<file path="config.mk">
export PLATFORM = sky130hd
export DESIGN_NAME = ps2_key_decoder_flat
export DESIGN_NICKNAME = d
export VERILOG_FILES = /design/src/rtl/tetris_pkg.sv /design/src/rtl/ps2_key_decoder_if.sv /design/src/rtl/ps2_key_decoder_rx.sv /design/src/rtl/ps2_key_decoder.sv /design/src/flat_wrapper.sv
export SDC_FILE = /design/constraint.sdc
export NUM_CORES = 1
export LEC_CHECK = 0
export ABC_AREA = 1
export BUFFER_PORTS_ARGS = -buffer_cell sky130_fd_sc_hd__buf_2
export CORE_ASPECT_RATIO = 1.1
export CORE_MARGIN = 1
export CORE_UTILIZATION = 55
export DETAILED_ROUTE_END_ITERATION = 10
export PLACE_DENSITY_LB_ADDON = 0.15
export SYNTH_ARGS = -nofsm -noshare
export SYNTH_HDL_FRONTEND = slang
export SYNTH_SLANG_ARGS = --single-unit
</file>
<file path="constraint.sdc">
create_clock -name clk -period 4.4 [get_ports clk]
set_input_delay 0.66 -clock clk [delete_from_list [all_inputs] [get_ports clk]]
set_output_delay 0.66 -clock clk [all_outputs]
set_load 0.02 [all_outputs]
</file>
<file path="src/rtl/tetris_pkg.sv">
// Shared Tetris definitions: PS/2 scan codes, the 2-bit game command encoding
// and the PS/2 receiver frame states.
package tetris_pkg;

  typedef logic [1:0] cmd_t;

  localparam logic [7:0] SC_EXT   = 8'hE0;
  localparam logic [7:0] SC_BRK   = 8'hF0;
  localparam logic [7:0] SC_UP    = 8'h75;
  localparam logic [7:0] SC_LEFT  = 8'h6B;
  localparam logic [7:0] SC_RIGHT = 8'h74;
  localparam logic [7:0] SC_ENTER = 8'h5A;

  localparam cmd_t CMD_UP    = 2'b00;
  localparam cmd_t CMD_LEFT  = 2'b01;
  localparam cmd_t CMD_RIGHT = 2'b10;
  localparam cmd_t CMD_ENTER = 2'b11;

  typedef enum logic [1:0] {StIdle, StData, StParity, StStop} rx_state_e;

  typedef struct packed {
    logic hit;
    cmd_t cmd;
  } key_map_t;

  // Arrows only count with the E0 prefix; Enter only without it.
  function automatic key_map_t decode_code(input logic ext, input logic [7:0] code);
    key_map_t m;
    m = '{hit: 1'b0, cmd: CMD_UP};
    if (ext) begin
      case (code)
        SC_UP:    m = '{hit: 1'b1, cmd: CMD_UP};
        SC_LEFT:  m = '{hit: 1'b1, cmd: CMD_LEFT};
        SC_RIGHT: m = '{hit: 1'b1, cmd: CMD_RIGHT};
        default:  m = '{hit: 1'b0, cmd: CMD_UP};
      endcase
    end else if (code == SC_ENTER) begin
      m = '{hit: 1'b1, cmd: CMD_ENTER};
    end
    return m;
  endfunction

endpackage

</file>
<file path="src/rtl/ps2_key_decoder_if.sv">
// Command-side bundle between the key decoder and the game controller.
interface ps2_key_decoder_if;
  import tetris_pkg::*;

  cmd_t keyboard_signal;
  logic key_valid;
  logic frame_error;

  modport master (output keyboard_signal, output key_valid, output frame_error);
  modport slave  (input keyboard_signal, input key_valid, input frame_error);
endinterface

</file>
<file path="src/rtl/ps2_key_decoder_rx.sv">
// PS/2 frame receiver: input synchronizers, falling-edge detect, 11-bit frame FSM
// with odd-parity/stop checks and a saturating inactivity timeout.
module ps2_rx
  import tetris_pkg::*;
#(
  parameter int unsigned TIMEOUT_CYCLES = 200000
) (
  input  logic       clk,
  input  logic       rst,
  input  logic       ps2_clk,
  input  logic       ps2_data,
  output logic       byte_valid,
  output logic [7:0] byte_data,
  output logic       frame_error
);

  localparam int unsigned CntW = (TIMEOUT_CYCLES > 2) ? $clog2(TIMEOUT_CYCLES) : 1;
  localparam logic [CntW-1:0] TMax = CntW'(TIMEOUT_CYCLES - 1);

  logic            clk_s1, clk_s2, clk_s3;
  logic            data_s1, data_s2;
  logic            fall;
  rx_state_e       state;
  logic [2:0]      bit_cnt;
  logic [7:0]      shift;
  logic            parity;
  logic [CntW-1:0] to_cnt;

  assign fall = clk_s3 & ~clk_s2;

  always_ff @(posedge clk or posedge rst) begin
    if (rst) begin
      // Synchronizers reset to the PS/2 idle level so reset itself makes no edge.
      clk_s1      <= 1'b1;
      clk_s2      <= 1'b1;
      clk_s3      <= 1'b1;
      data_s1     <= 1'b1;
      data_s2     <= 1'b1;
      state       <= StIdle;
      bit_cnt     <= '0;
      shift       <= '0;
      parity      <= 1'b0;
      to_cnt      <= '0;
      byte_valid  <= 1'b0;
      byte_data   <= '0;
      frame_error <= 1'b0;
    end else begin
      clk_s1      <= ps2_clk;
      clk_s2      <= clk_s1;
      clk_s3      <= clk_s2;
      data_s1     <= ps2_data;
      data_s2     <= data_s1;
      byte_valid  <= 1'b0;
      frame_error <= 1'b0;
      if (fall) begin
        to_cnt <= '0;
        case (state)
          StIdle: begin
            if (!data_s2) begin
              state   <= StData;
              bit_cnt <= '0;
            end
          end
          StData: begin
            shift   <= {data_s2, shift[7:1]};
            bit_cnt <= bit_cnt + 3'd1;
            if (bit_cnt == 3'd7) state <= StParity;
          end
          StParity: begin
            parity <= data_s2;
            state  <= StStop;
          end
          StStop: begin
            if (data_s2 && (^{parity, shift})) begin
              byte_valid <= 1'b1;
              byte_data  <= shift;
            end else begin
              frame_error <= 1'b1;
            end
            state <= StIdle;
          end
          default: state <= StIdle;
        endcase
      end else if (state != StIdle) begin
        if (to_cnt == TMax) begin
          state       <= StIdle;
          frame_error <= 1'b1;
        end else begin
          to_cnt <= to_cnt + 1'b1;
        end
      end
    end
  end

endmodule

</file>
<file path="src/rtl/ps2_key_decoder.sv">
// Turns PS/2 make/break sequences for Up/Left/Right/Enter into one-cycle game
// command strobes, with per-key typematic repeat filtering.
module ps2_key_decoder
  import tetris_pkg::*;
#(
  parameter int unsigned TIMEOUT_CYCLES = 200000,
  parameter logic [3:0]  REPEAT_MASK    = 4'b0110
) (
  input  logic               clk,
  input  logic               rst,
  input  logic               ps2_clk,
  input  logic               ps2_data,
  ps2_key_decoder_if.master  kbd
);

  logic       byte_valid;
  logic [7:0] byte_data;
  logic       rx_frame_error;
  logic       ext_q, brk_q;
  logic [3:0] held_q;
  logic       key_valid_q;
  cmd_t       cmd_q;
  key_map_t   map;

  ps2_rx #(
    .TIMEOUT_CYCLES(TIMEOUT_CYCLES)
  ) u_rx (
    .clk        (clk),
    .rst        (rst),
    .ps2_clk    (ps2_clk),
    .ps2_data   (ps2_data),
    .byte_valid (byte_valid),
    .byte_data  (byte_data),
    .frame_error(rx_frame_error)
  );

  assign map = decode_code(ext_q, byte_data);

  always_ff @(posedge clk or posedge rst) begin
    if (rst) begin
      ext_q       <= 1'b0;
      brk_q       <= 1'b0;
      held_q      <= '0;
      key_valid_q <= 1'b0;
      cmd_q       <= CMD_UP;
    end else begin
      key_valid_q <= 1'b0;
      if (rx_frame_error) begin
        ext_q <= 1'b0;
        brk_q <= 1'b0;
      end else if (byte_valid) begin
        if (byte_data == SC_EXT) begin
          ext_q <= 1'b1;
        end else if (byte_data == SC_BRK) begin
          brk_q <= 1'b1;
        end else begin
          ext_q <= 1'b0;
          brk_q <= 1'b0;
          if (map.hit) begin
            if (brk_q) begin
              held_q[map.cmd] <= 1'b0;
            end else begin
              // A still-held key only re-fires if its repeat bit is set.
              if (!held_q[map.cmd] || REPEAT_MASK[map.cmd]) begin
                key_valid_q <= 1'b1;
                cmd_q       <= map.cmd;
              end
              held_q[map.cmd] <= 1'b1;
            end
          end
        end
      end
    end
  end

  assign kbd.key_valid       = key_valid_q;
  assign kbd.keyboard_signal = cmd_q;
  assign kbd.frame_error     = rx_frame_error;

endmodule

</file>
<file path="src/flat_wrapper.sv">
// flat-port wrapper written by rule: the top's interface ports become plain ports
module ps2_key_decoder_flat import tetris_pkg::*;
#(
  parameter int unsigned TIMEOUT_CYCLES = 200000,
  parameter logic [3:0]  REPEAT_MASK    = 4'b0110
)
  (clk, rst, ps2_clk, ps2_data, kbd_keyboard_signal, kbd_key_valid, kbd_frame_error);
  ps2_key_decoder_if kbd_i ();
  input  logic clk;
  input  logic rst;
  input  logic ps2_clk;
  input  logic ps2_data;
  output wire logic [$bits(kbd_i.keyboard_signal)-1:0] kbd_keyboard_signal;
  output wire logic [$bits(kbd_i.key_valid)-1:0] kbd_key_valid;
  output wire logic [$bits(kbd_i.frame_error)-1:0] kbd_frame_error;
  assign kbd_keyboard_signal = kbd_i.keyboard_signal;
  assign kbd_key_valid = kbd_i.key_valid;
  assign kbd_frame_error = kbd_i.frame_error;
  ps2_key_decoder #(.TIMEOUT_CYCLES(TIMEOUT_CYCLES), .REPEAT_MASK(REPEAT_MASK)) u_core (.clk(clk), .rst(rst), .ps2_clk(ps2_clk), .ps2_data(ps2_data), .kbd(kbd_i));
endmodule
</file>
After elaboration in Yosys (flattened, before gate mapping)

Cells that the tools add are included.

Add/subtract/negate cells: 2
Multipliers: 0
Div/mod/pow operators: 0
$lt $le $gt $ge: 2
Eq/ne operators: 17
Shift-type cells: 0
Multiplexer cells: 44
Bitwise gates (word level): 9
Reduce and logical (&&, ||, !) cells: 21

Operators with widths:

| kind                                           | count |
|---|---|
| two-way mux 18 bit                             | 3 |
| == test 8 x 7 -> 1 bit (second input constant) | 4 |
| two-way mux 1 bit                              | 26 |
| adder 18 x 1 -> 18 bit (second input constant) | 1 |
| == test 18 bit (second input constant)         | 1 |
| == test 8 bit (second input constant)          | 2 |
| two-way mux 2 bit                              | 5 |
| AND reduction 2 bit                            | 5 |
| nonzero test 2 bit                             | 5 |
| two-way mux 3 bit                              | 3 |
| case mux 3 bit (3 select lines)                | 1 |
| XOR reduction 9 bit                            | 1 |
| case mux 2 bit (4 select lines)                | 1 |
| AND reduction 7 bit                            | 1 |
| != test 2 bit (second input constant)          | 3 |
| != test 3 bit (second input constant)          | 2 |
| case mux 3 bit (2 select lines)                | 1 |
| AND reduction 3 bit                            | 2 |
| NOT 1 bit                                      | 5 |
| AND reduction 5 bit                            | 1 |
| bitwise AND 4 bit                              | 1 |
| binary-select mux 1 bit (select 2 bit)         | 2 |
| == test 2 bit (second input constant)          | 2 |
| two-way mux 4 bit                              | 1 |
| 15 further kinds                               | 16 |

Register bits after elaboration: 56
Bits in latches: 0
Memory bits (writable): 0
ROM bits: 0
Input bits: 4
Output and inout bits: 4
Word-level logic and storage cells: 113
Memories kept: 0

Logic depth before layout (Yosys ltp)

Gate-level depths: netlist (run 1).

Depth in word-level cells: 14
Mapped depth: 13
Mapped depth without buffers: 13

Cells and area by module

Synthesis (run 1) repeated with hierarchy kept, for this count alone.

Cell total of the unflattened synthesis: 411
Area total of the unflattened synthesis: 3255.6 um^2

By module, submodules not included:

| module          | times used | cells each | area each (um^2) | sequential area each (um^2) |
|---|---|---|---|---|
| ps2_rx          | 1          | 319        | 2537.4           | 1182.4 |
| ps2_key_decoder | 1          | 92         | 718.2            | 225.2 |

Worst setup path after synthesis (run 1)

OpenSTA, ideal clock, no wires.

Path type: register -> register
Start: reg u_core.u_rx.clk_s3
End: reg u_core.u_rx.byte_data[0]
Setup time: 117 ps
Arrival: 1488 ps
Required time: 4283 ps
Setup slack: 2795 ps
Stages on the path, launching flop included: 8
Path buffers: 0
Period minus slack after synthesis: 1605 ps
Cells stage by stage: dfstp_2 -> inv_1 -> nor2_4 -> inv_1 -> nor2_1 -> nand3_4 -> nand2_1 -> nand2_1

Cells in the longest elaborated chain, start to end: 2

RTL lines:

| what                          | line                     | RTL |
|---|---|---|
| start, declared               | ps2_key_decoder_rx.sv:20 | `logic clk_s1, clk_s2, clk_s3;` |
| start signal, assigned        | ps2_key_decoder_rx.sv:50 | `clk_s3 <= clk_s2;` |
| bitwise AND 1 bit             | ps2_key_decoder_rx.sv:29 | `assign fall = clk_s3 & ~clk_s2;` |
| AND reduction 3 bit (no line) | n/a                      |  |
| end signal, assigned          | ps2_key_decoder_rx.sv:76 | `byte_data <= shift;` |
| end, declared                 | ps2_key_decoder_rx.sv:13 | `output logic [7:0] byte_data,` |

Every way passes these cells.
A chain may end at the register's enable or synchronous reset.

Worst setup path in the final report (run 1)

Start: reg u_core.u_rx.clk_s3
End: reg u_core.u_rx.to_cnt[17]

Cells in the longest elaborated chain, start to end: 3
Elaborated cells on any way between the ends: 5
Those cells by class: eq/ne: 1; mux: 1; bitwise: 1; reduce/logical: 2

RTL lines:

| what                                                                 | line                     | RTL |
|---|---|---|
| bitwise AND 1 bit (*)                                                | ps2_key_decoder_rx.sv:29 |  |
| != test 2 bit (no line) / nonzero test 2 bit (equally long branches) | n/a                      |  |
| AND reduction 2 bit (no line)                                        | n/a                      |  |
| end signal, assigned                                                 | ps2_key_decoder_rx.sv:89 | `to_cnt <= to_cnt + 1'b1;` |
| end, declared                                                        | ps2_key_decoder_rx.sv:27 | `logic [CntW-1:0] to_cnt;` |

Mark *: on every way between the ends. The rest lies on a longest branch, timed or not.

==> flow_metrics.py, run 1 <==
metrics = {
    "setup_path": {
        "critical_path_peak_fanout": 20,
        "slowest_stage": "nand2_1",
        "r2r-start": "u_core.u_rx.clk_s3$_DFF_PP1_",
        "crit_path_end_kind": "flip-flop",
        "path_buf_inv": 3,
        "startpoint_type": "flip-flop",
        "r2r_slack_ns": 1.96,
        "cpMostUsedCell": "inv_1",
        "cp.required_ns": 4.58,
        "crit_type": "reg2reg",
        "arrival_ns": 2.62,
        "cpLargestDelayFamily": "simple AND/OR/NAND/NOR gates",
        "reg2reg_depth": 7,
        "max_stage_delay_ns": 0.60,
        "r2r_end": "u_core.u_rx.to_cnt[17]$_DFFE_PP0P_",
        "path_cells": "inv_1, nor2_4, inv_1, nand2_1, inv_1, nand2_1, o21ai_0",
    },
    "cts": {
        "clock-root-buffer": "clkbuf_8",
        "clock-sinks": 56,
        "htree_num_levels": 2,
        "clk_path_buf_depth": 2,
        "path_clk_slew_ns": 0.09,
        "cts_tree": "done",
        "post_cts_resized": 0,
        "clock_latency_ns": 0.31,
        "holdBufCountCts": 0,
        "cts_buffers": 5,
        "post_cts_buffers": 0,
    },
    "synthesis": {
        "synth_top_area_frac": 0.403,
        "synth_top_area_cell": "dfrtp_1",
        "syn_area_um2": 3170,
        "ys_ff_latch": 56,
        "ys_types": 32,
        "syn_nets": 420,
        "yosysWarnings": 0,
        "yosysSeqAreaShare": 0.444,
        "async_flop_share": 1.00,
        "synth_ff_type": "dfrtp_1",
        "synth_area_leaders": "dfrtp_1 40%, nand2_1 15%, inv_1 5.9%",
        "synth_area_per_cell_um2": 7.78,
        "synthCells": 407,
        "synth_edf_count": 0,
    },
    "flow_run": {
        "drv_cap": 0,
    },
    "die": {
        "dieArea_um2": 6070,
        "io_pins": 8,
        "start_util": 0.579,
        "core_um2": 5470,
        "die_h_um": 81.6,
        "rows": 28,
        "die_x_um": 74.4,
    },
    "timing": {
        "finClkSkew_ns": 0.0103,
        "worstMarginPinSlew_ns": 0.700,
        "fin_crit_sh": 0.553,
        "rsz0062_at_grt": "false",
        "fin_crit_ns": 2.44,
        "finalSetupTns_ns": 0,
        "hold_viol": 0,
        "timing.slew.headroom": 0.532,
        "slew_violations": 0,
        "fmax_mhz": 411,
        "setup_viol": 0,
    },
    "global_routing": {
        "grt_usage": 0.204,
        "antenna_found_initial": 0,
        "grt_pass1_wl_mm": 9.56,
        "first_global_vias": 2274,
        "grt_overflow": 0,
        "grt_max_degree": 57,
    },
    "cells_and_area": {
        "drive_above_1_share": 0.0959,
        "nets": 429,
        "num_antenna_cells": 0,
        "synthToLayoutAreaGrowth_pct": 6.52,
        "layout_commonest_cell": "nand2_1",
        "final_cell_mix": "128 x nand2_1, 51 x dfrtp_1, 49 x inv_1, 33 x nand3_1, 31 x nor2_1",
        "final_area_um2": 3370,
    },
    "routing": {
        "viasPerCell": 5.05,
        "ant_nets": 0,
        "routed_wl_mm": 5.65,
        "firstDrtPassIters": 5,
        "vias": 2484,
        "drc": 0,
        "first_iter_violations": 114,
        "routedWlPerCell_um": 11.5,
    },
    "outcome": {
        "status": "finished clean",
    },
    "place": {
        "gp_congestion": 0.871,
        "place_area_um2": 3250,
        "io_buffers": 7,
        "dpl.hpwl_mm": 4.15,
    },
    "power": {
        "pwr_density_cell_nw_per_um2": 368,
        "ir_worst_vdd_mv": 0.184,
        "power_leakage_nw": 1.63,
    },
    "min_path": {
        "hold_path_class": "reg2reg",
        "holdPathStages": 0,
        "min_to": "u_core.u_rx.data_s2$_DFF_PP1_",
        "min-delay-start": "u_core.u_rx.data_s1$_DFF_PP1_",
    },
}
## power breakdown
group,internal (mW),switching [mW]
clock network,0.201,0.161
registers,0.558,0.0478
logic,0.0844,0.189
## how the worst max path moves through the flow
stage	startpoint	end	slack, ns	depth (start not counted)
2_1_floorplan	rst	asynchronous set/reset pin	2.38	1
3_3_place_gp	u_core.u_rx.clk_s3$_DFF_PP1_	u_core.u_rx.to_cnt[17]$_DFFE_PP0P_	2.03	7
3_5_place_dp	u_core.u_rx.clk_s3$_DFF_PP1_	u_core.u_rx.to_cnt[5]$_DFFE_PP0P_	1.92	6
4_1_cts	u_core.u_rx.clk_s3$_DFF_PP1_	u_core.u_rx.to_cnt[17]$_DFFE_PP0P_	1.93	7
5_1_grt	u_core.u_rx.clk_s3$_DFF_PP1_	u_core.u_rx.to_cnt[5]$_DFFE_PP0P_	1.72	6
6_report	u_core.u_rx.clk_s3$_DFF_PP1_	u_core.u_rx.to_cnt[17]$_DFFE_PP0P_	1.96	7
## cells in the mapped netlist, types with 2 or more instances
cell type / count
nor4_1: 3
nor3_1: 7
nor2_4: 2
nand3b_1: 2
inv_1: 50
nor2_1: 31
nand3_1: 33
a21oi_1: 2
ha_1: 9
nand4_1: 13
buf_6: 3
nor2_2: 2
dfstp_2: 5
or2_2: 4
o21ai_0: 26
nand2_2: 2
xor2_1: 14
dfrtp_1: 51
nand2_1: 128
o21ai_2: 5
xnor2_1: 4
## kinds of logic after synthesis
group / Yosys count / synth area share
flops: 56 / 0.444
fa+ha+maj: 9 / 0.0356
xor+xnor: 18 / 0.0498
simple gates: 229 / 0.318
mux: 1 / 0.00316
buf+inv: 57 / 0.0782
compound gates: 37 / 0.0703
## cell type report
class | count | area, µm²
clock buffers | 7 | 96.3
clock inverters | 1 | 30.0
fillers | 535 | 2090
inverters | 51 | 191
multi-input cells | 294 | 1510
flip-flops and latches | 56 | 1410
well taps | 75 | 93.8
repair buffers | 8 | 42.5
## per-layer routing
layer,vias up,GRT usage,share of wire
met2,13,0.367,0.48
met4,0,0.0679,0.012
li1,1317,-,-
met3,5,0.0258,0.014
met1,1149,0.252,0.49
met5,-,0,0
## state kept, by name, indices dropped and copies added (netlist names), 2 cells and up, named ones only
signal	cells
u_core.u_rx.to_cnt	18
u_core.u_rx.byte_data	8
u_core.u_rx.shift	8
u_core.u_rx.bit_cnt	3
u_core.kbd.keyboard_signal	2
u_core.u_rx.state	2
## metrics by stage
stage | util | setup WS (ns) | instances | hold slack (ns) | total power [mW]
finish | 0.617 | 1.96 | 492 | 0.359 | 1.24
global route | 0.617 | 1.72 | 492 | 0.360 | 1.31
CTS | 0.617 | 1.93 | 492 | 0.361 | 1.26
detailed placement | 0.594 | 1.92 | 484 | 0.347 | 0.893
global placement | 0.594 | 2.03 | 484 | 0.345 | 0.881
floorplan | - | 2.38 | 407 | 0.345 | 0.888
## worst register-to-register path: stages, from the launching register on
cell and delay (ns):
dfstp_2 0.53, inv_1 0.05, nor2_4 0.27, inv_1 0.30, nand2_1 0.60, inv_1 0.36
nand2_1 0.13, o21ai_0 0.08
(Power assumes the default switching activity.)
==> run 2: changes to the inputs <==
==> constraint.sdc (replaced) <==
create_clock -name clk -period 2.37 [get_ports clk]
set_input_delay 0.3555 -clock clk [delete_from_list [all_inputs] [get_ports clk]]
set_output_delay 0.3555 -clock clk [all_outputs]
set_load 0.02 [all_outputs]
==> flow_metrics.py, run 2 (synthesis gave the netlist of run 1 again) <==
metrics = {
    "global_routing": {
        "antenna_found_initial": 0,
        "first_global_vias": 2391,
        "grt_usage": 0.226,
        "grt_max_degree": 33,
        "grt_pass1_wl_mm": 10.4,
        "grt_overflow": 0,
    },
    "cells_and_area": {
        "largest_reg_flops": 18,
        "nets": 433,
        "num_antenna_cells": 0,
        "final_cell_mix": "128 x nand2_1, 51 x dfrtp_1, 49 x inv_1, 33 x nand3_1, 31 x nor2_1",
        "layout_commonest_cell": "nand2_1",
        "synthToLayoutAreaGrowth_pct": 7.55,
        "regMostFlops": "u_core.u_rx.to_cnt",
        "drive_above_1_share": 0.105,
        "largestRegisters": "u_core.u_rx.to_cnt (18), u_core.u_rx.byte_data (8), u_core.u_rx.shift (8)",
        "instances_no_fill": 496,
    },
    "outcome": {
        "status": "finished clean",
    },
    "place": {
        "gp_congestion": 0.871,
        "dpl.hpwl_mm": 4.44,
        "dpl.cell_count": 488,
        "dp_worst_setup_slack_ns": 0.500,
        "io_buffers": 7,
    },
    "die": {
        "rows": 28,
        "dieArea_um2": 6070,
        "io_pins": 8,
        "die_x_um": 74.4,
        "core_um2": 5470,
        "start_util": 0.579,
        "die_h_um": 81.6,
    },
    "cts": {
        "clk_path_buf_depth": 2,
        "clock-root-buffer": "clkbuf_8",
        "clock_latency_ns": 0.32,
        "holdBufCountCts": 0,
        "cts_buffers": 5,
        "post_cts_resized": 0,
        "path_clk_slew_ns": 0.10,
        "post_cts_buffers": 0,
        "htree_num_levels": 2,
        "cts_tree": "done",
        "clock-sinks": 56,
    },
    "timing": {
        "setup_viol": 0,
        "worstMarginPinSlew_ns": 0.575,
        "hold_viol": 0,
        "fmax_mhz": 539,
        "fin_ws_ns": 0.513,
        "timing.slew.headroom": 0.617,
        "finClkSkew_ns": 0.00765,
        "finalSetupTns_ns": 0,
        "rsz0062_at_grt": "false",
        "fin_crit_sh": 0.783,
        "fin_crit_ns": 1.86,
        "slew_violations": 0,
        "holdWs_ns": 0.0710,
    },
    "setup_path": {
        "crit_type": "reg2reg",
        "cp.required_ns": 2.58,
        "startpoint_type": "flip-flop",
        "arrival_ns": 2.07,
        "crit_path_end_kind": "flip-flop",
        "critical_path_peak_fanout": 10,
    },
    "routing": {
        "first_iter_violations": 126,
        "firstDrtPassIters": 4,
        "vias": 2539,
        "routed_wl_mm": 5.94,
        "routedWlPerCell_um": 12.0,
        "ant_nets": 0,
        "viasPerCell": 5.12,
        "drc": 0,
    },
    "min_path": {
        "hold_path_class": "in2async",
    },
    "power": {
        "pwr_density_cell_nw_per_um2": 678,
        "power_leakage_nw": 1.65,
        "ir_worst_vdd_mv": 0.336,
        "design_power_total_mw": 2.31,
    },
    "flow_run": {
        "drv_cap": 0,
    },
}
==> run 2: cell count changes in the layout (fill, tap and decap cells not counted) <==
cell	change
buf_4	+3
clkbuf_8	-2
clkinv_4	+2
buf_12	+1
==> run 2: worst paths after layout <==
path / start / endpoint / slack (ns) / cells past startpoint
setup / recovery: u_core.u_rx.shift[2]$_DFFE_PP0P_ / u_core.u_rx.byte_data[7]$_DFFE_PP0P_ / 0.51 / 6
hold / removal: rst / u_core.kbd.keyboard_signal[1]$_DFFE_PP0P_ / 0.07 / 2
setup reg to reg: u_core.u_rx.shift[2]$_DFFE_PP0P_ / u_core.u_rx.byte_data[7]$_DFFE_PP0P_ / 0.51 / 6
hold reg to reg: u_core.u_rx.clk_s1$_DFF_PP1_ / u_core.u_rx.clk_s2$_DFF_PP1_ / 0.35 / 0
max in group asynchronous: rst / u_core.u_rx.data_s2$_DFF_PP1_ / 1.67 / 3
min in group clk: ps2_data / u_core.u_rx.data_s1$_DFF_PP1_ / 0.13 / 1
==> run 2: final cells by class <==
type,instances,area [µm²]
multi-input combinational,294,1510
timing repair buffer,12,85.1
tap,75,93.8
clock inverter,3,47.5
fill,533,2060
inverter,51,191
clock buffer,5,68.8
sequential,56,1410
==> run 2: layer usage <==
layer  routed length (µm)  vias up  GRT usage  part of all wire
met5                    0        -          0                 0
met4                  151        0     0.0925             0.025
met3                  134       15     0.0429             0.023
met2                 2850       33      0.381              0.48
met1                 2800     1164      0.284              0.47
li1                     -     1327          -                 -
==> run 2: power by group <==
part / total, mW / switching (mW) / internal [mW]
Sequential: 1.12 / 0.0868 / 1.04
Clock: 0.638 / 0.320 / 0.319
Combinational: 0.547 / 0.375 / 0.173
Total: 2.31 / 0.781 / 1.53
==> run 2: through the flow <==
step / utilization / instance area, µm²
finish: 0.623 / 3410
global route: 0.623 / 3410
CTS: 0.623 / 3410
detailed placement: 0.602 / 3290
global placement: 0.602 / 3290
floorplan: - / 3170
==> run 2: critical path: stages, from the launching register on <==
cell and delay [ns]:
dfrtp_1 0.43, xnor2_1 0.15, xnor2_1 0.30, or2_0 0.52, nand3_4 0.20, nand2_1 0.10
nand2_1 0.05
==> run 3: changes to the inputs <==
==> constraint.sdc (replaced) <==
create_clock -name clk -period 1.8 [get_ports clk]
set_input_delay 0.27 -clock clk [delete_from_list [all_inputs] [get_ports clk]]
set_output_delay 0.27 -clock clk [all_outputs]
set_load 0.02 [all_outputs]
==> flow_metrics.py, run 3 (synthesis gave the netlist of run 1 again) <==
metrics = {
    "global_routing": {
        "grt_usage": 0.218,
        "grt_overflow": 0,
        "first_global_vias": 2341,
        "grt_max_degree": 37,
        "grt_pass1_wl_mm": 10.1,
        "antenna_found_initial": 0,
    },
    "die": {
        "dieArea_um2": 6070,
        "io_pins": 8,
        "die_x_um": 74.4,
        "die_h_um": 81.6,
        "core_um2": 5470,
        "start_util": 0.579,
        "rows": 28,
    },
    "cells_and_area": {
        "nets": 445,
        "multiInputGateArea_um2": 1570,
        "synthToLayoutAreaGrowth_pct": 11.5,
        "num_antenna_cells": 0,
        "largest_reg_flops": 18,
        "final_cell_mix": "119 x nand2_1, 51 x dfrtp_1, 46 x inv_1, 33 x nand3_1",
        "register_area_um2": 1410,
        "layout_commonest_cell": "nand2_1",
        "regMostFlops": "u_core.u_rx.to_cnt",
        "largestRegisters": "u_core.u_rx.to_cnt (18), u_core.u_rx.byte_data (8), u_core.u_rx.shift (8)",
        "fin_util": 0.646,
        "drive_above_1_share": 0.169,
        "fillCellCount": 486,
    },
    "cts": {
        "clock-root-buffer": "clkbuf_8",
        "path_clk_slew_ns": 0.09,
        "cts_buffers": 5,
        "clock_latency_ns": 0.31,
        "clk_path_buf_depth": 2,
        "cts_tree": "done",
        "clock-sinks": 56,
        "htree_num_levels": 2,
    },
    "setup_path": {
        "cpMostUsedCell": "nand2_2",
        "r2r_slack_ns": 0.09,
        "startpoint_type": "flip-flop",
        "path_cells": "ha_1, nand2_1, nor2_1, nand3_1, nand2_2, nand2_2, buf_6, o21ai_0",
        "cpLargestDelayFamily": "simple AND/OR/NAND/NOR gates",
        "crit_path_end_kind": "flip-flop",
        "arrival_ns": 1.92,
        "cp.required_ns": 2.02,
        "crit_type": "reg2reg",
        "slowest_stage": "dfrtp_1",
        "max_stage_delay_ns": 0.38,
        "r2r-start": "u_core.u_rx.to_cnt[1]$_DFFE_PP0P_",
        "r2r_end": "u_core.u_rx.to_cnt[15]$_DFFE_PP0P_",
        "reg2reg_depth": 8,
        "critical_path_peak_fanout": 19,
        "path_buf_inv": 1,
    },
    "min_path": {
        "holdPathStages": 1,
        "min-delay-start": "ps2_data",
        "min_to": "u_core.u_rx.data_s1$_DFF_PP1_",
        "hold_path_class": "in2reg",
    },
    "flow_run": {
        "drv_cap": 0,
    },
    "routing": {
        "drc": 0,
        "viasPerCell": 5.03,
        "ant_nets": 0,
        "routed_wl_mm": 6.03,
        "vias": 2557,
        "routedWlPerCell_um": 11.9,
        "first_iter_violations": 137,
        "firstDrtPassIters": 4,
    },
    "timing": {
        "hold_viol": 0,
        "timing.slew.headroom": 0.698,
        "fmax_mhz": 586,
        "fin_crit_ns": 1.71,
        "finalSetupTns_ns": 0,
        "fin_crit_sh": 0.948,
        "setup_viol": 0,
        "worstMarginPinSlew_ns": 0.452,
        "rsz0062_at_grt": "true",
        "slew_violations": 0,
        "finClkSkew_ns": 0.00713,
    },
    "place": {
        "dpl.hpwl_mm": 4.33,
        "io_buffers": 7,
        "gp_congestion": 0.884,
    },
    "power": {
        "pwr_density_cell_nw_per_um2": 842,
        "ir_worst_vdd_mv": 0.440,
        "power_leakage_nw": 1.68,
    },
    "outcome": {
        "status": "finished clean",
    },
}
run 3: changes by cell type in the layout (fill, tap and decap cells not counted), sizes merged:
cell | previous run | this run
bufinv | 1 | 0
dlygate4sd3 | 0 | 1
clkinv | 2 | 1
inv | 51 | 50
clkbuf | 5 | 6
clkinvlp | 0 | 3
buf | 12 | 22
run 3: how the worst max path moves through the flow:
stage	start	to	cells past startpoint
finish	u_core.u_rx.to_cnt[1]$_DFFE_PP0P_	u_core.u_rx.to_cnt[15]$_DFFE_PP0P_	8
global route	u_core.u_rx.clk_s3$_DFF_PP1_	u_core.u_rx.state[1]$_DFFE_PP0P_	9
floorplan	rst	asynchronous set/reset pin	1
detailed placement	u_core.u_rx.byte_data[7]$_DFFE_PP0P_	u_core.kbd.keyboard_signal[0]$_DFFE_PP0P_	13
global placement	u_core.u_rx.byte_data[2]$_DFFE_PP0P_	u_core.kbd.keyboard_signal[0]$_DFFE_PP0P_	13
CTS	u_core.u_rx.byte_data[7]$_DFFE_PP0P_	u_core.kbd.keyboard_signal[0]$_DFFE_PP0P_	13
run 3: what timing repair did:
item                                   4_1_cts  5_1_grt
hold buffers                                 1        0
setup endpoints to repair                    0       25
gates resized for setup                      0       22
buffers inserted                             0        2
endpoints found under the hold margin       20        0
run 3: layout make-up:
type / instances / area share
Clock inverter: 2 / 0.00354
Timing Repair Buffer: 23 / 0.0493
Timing Repair inverter: 1 / 0.00142
Sequential cell: 56 / 0.399
Tap cell: 75 / 0.0266
Multi-Input combinational cell: 294 / 0.445
Clock buffer: 6 / 0.0206
Inverter: 51 / 0.0553
run 3: per-layer routing:
layer,global-route usage,vias up,wire length [µm]
met5,0,-,0
met4,0.0623,0,79
met3,0.0368,7,159
met2,0.378,36,2890
met1,0.279,1176,2900
li1,-,1338,-
run 3: power breakdown:
group / switching [mW] / internal, mW
clock: 0.404 / 0.273
combinational: 0.527 / 0.293
sequential: 0.111 / 1.36
run 3: per-stage QoR:
step | area (µm²) | hold slack [ns] | power [mW] | setup slack [ns] | cells
4_1_cts | 3440 | 0.0449 | 2.96 | 0.0547 | 505
5_1_grt | 3530 | 0.0423 | 3.16 | -0.00552 | 508
3_5_place_dp | 3350 | 0.309 | 2.28 | 0.0841 | 496
6_report | 3530 | 0.0525 | 2.97 | 0.0938 | 508
3_3_place_gp | 3350 | 0.305 | 2.25 | 0.118 | 496
2_1_floorplan | 3170 | 0.274 | 2.17 | 0.167 | 407
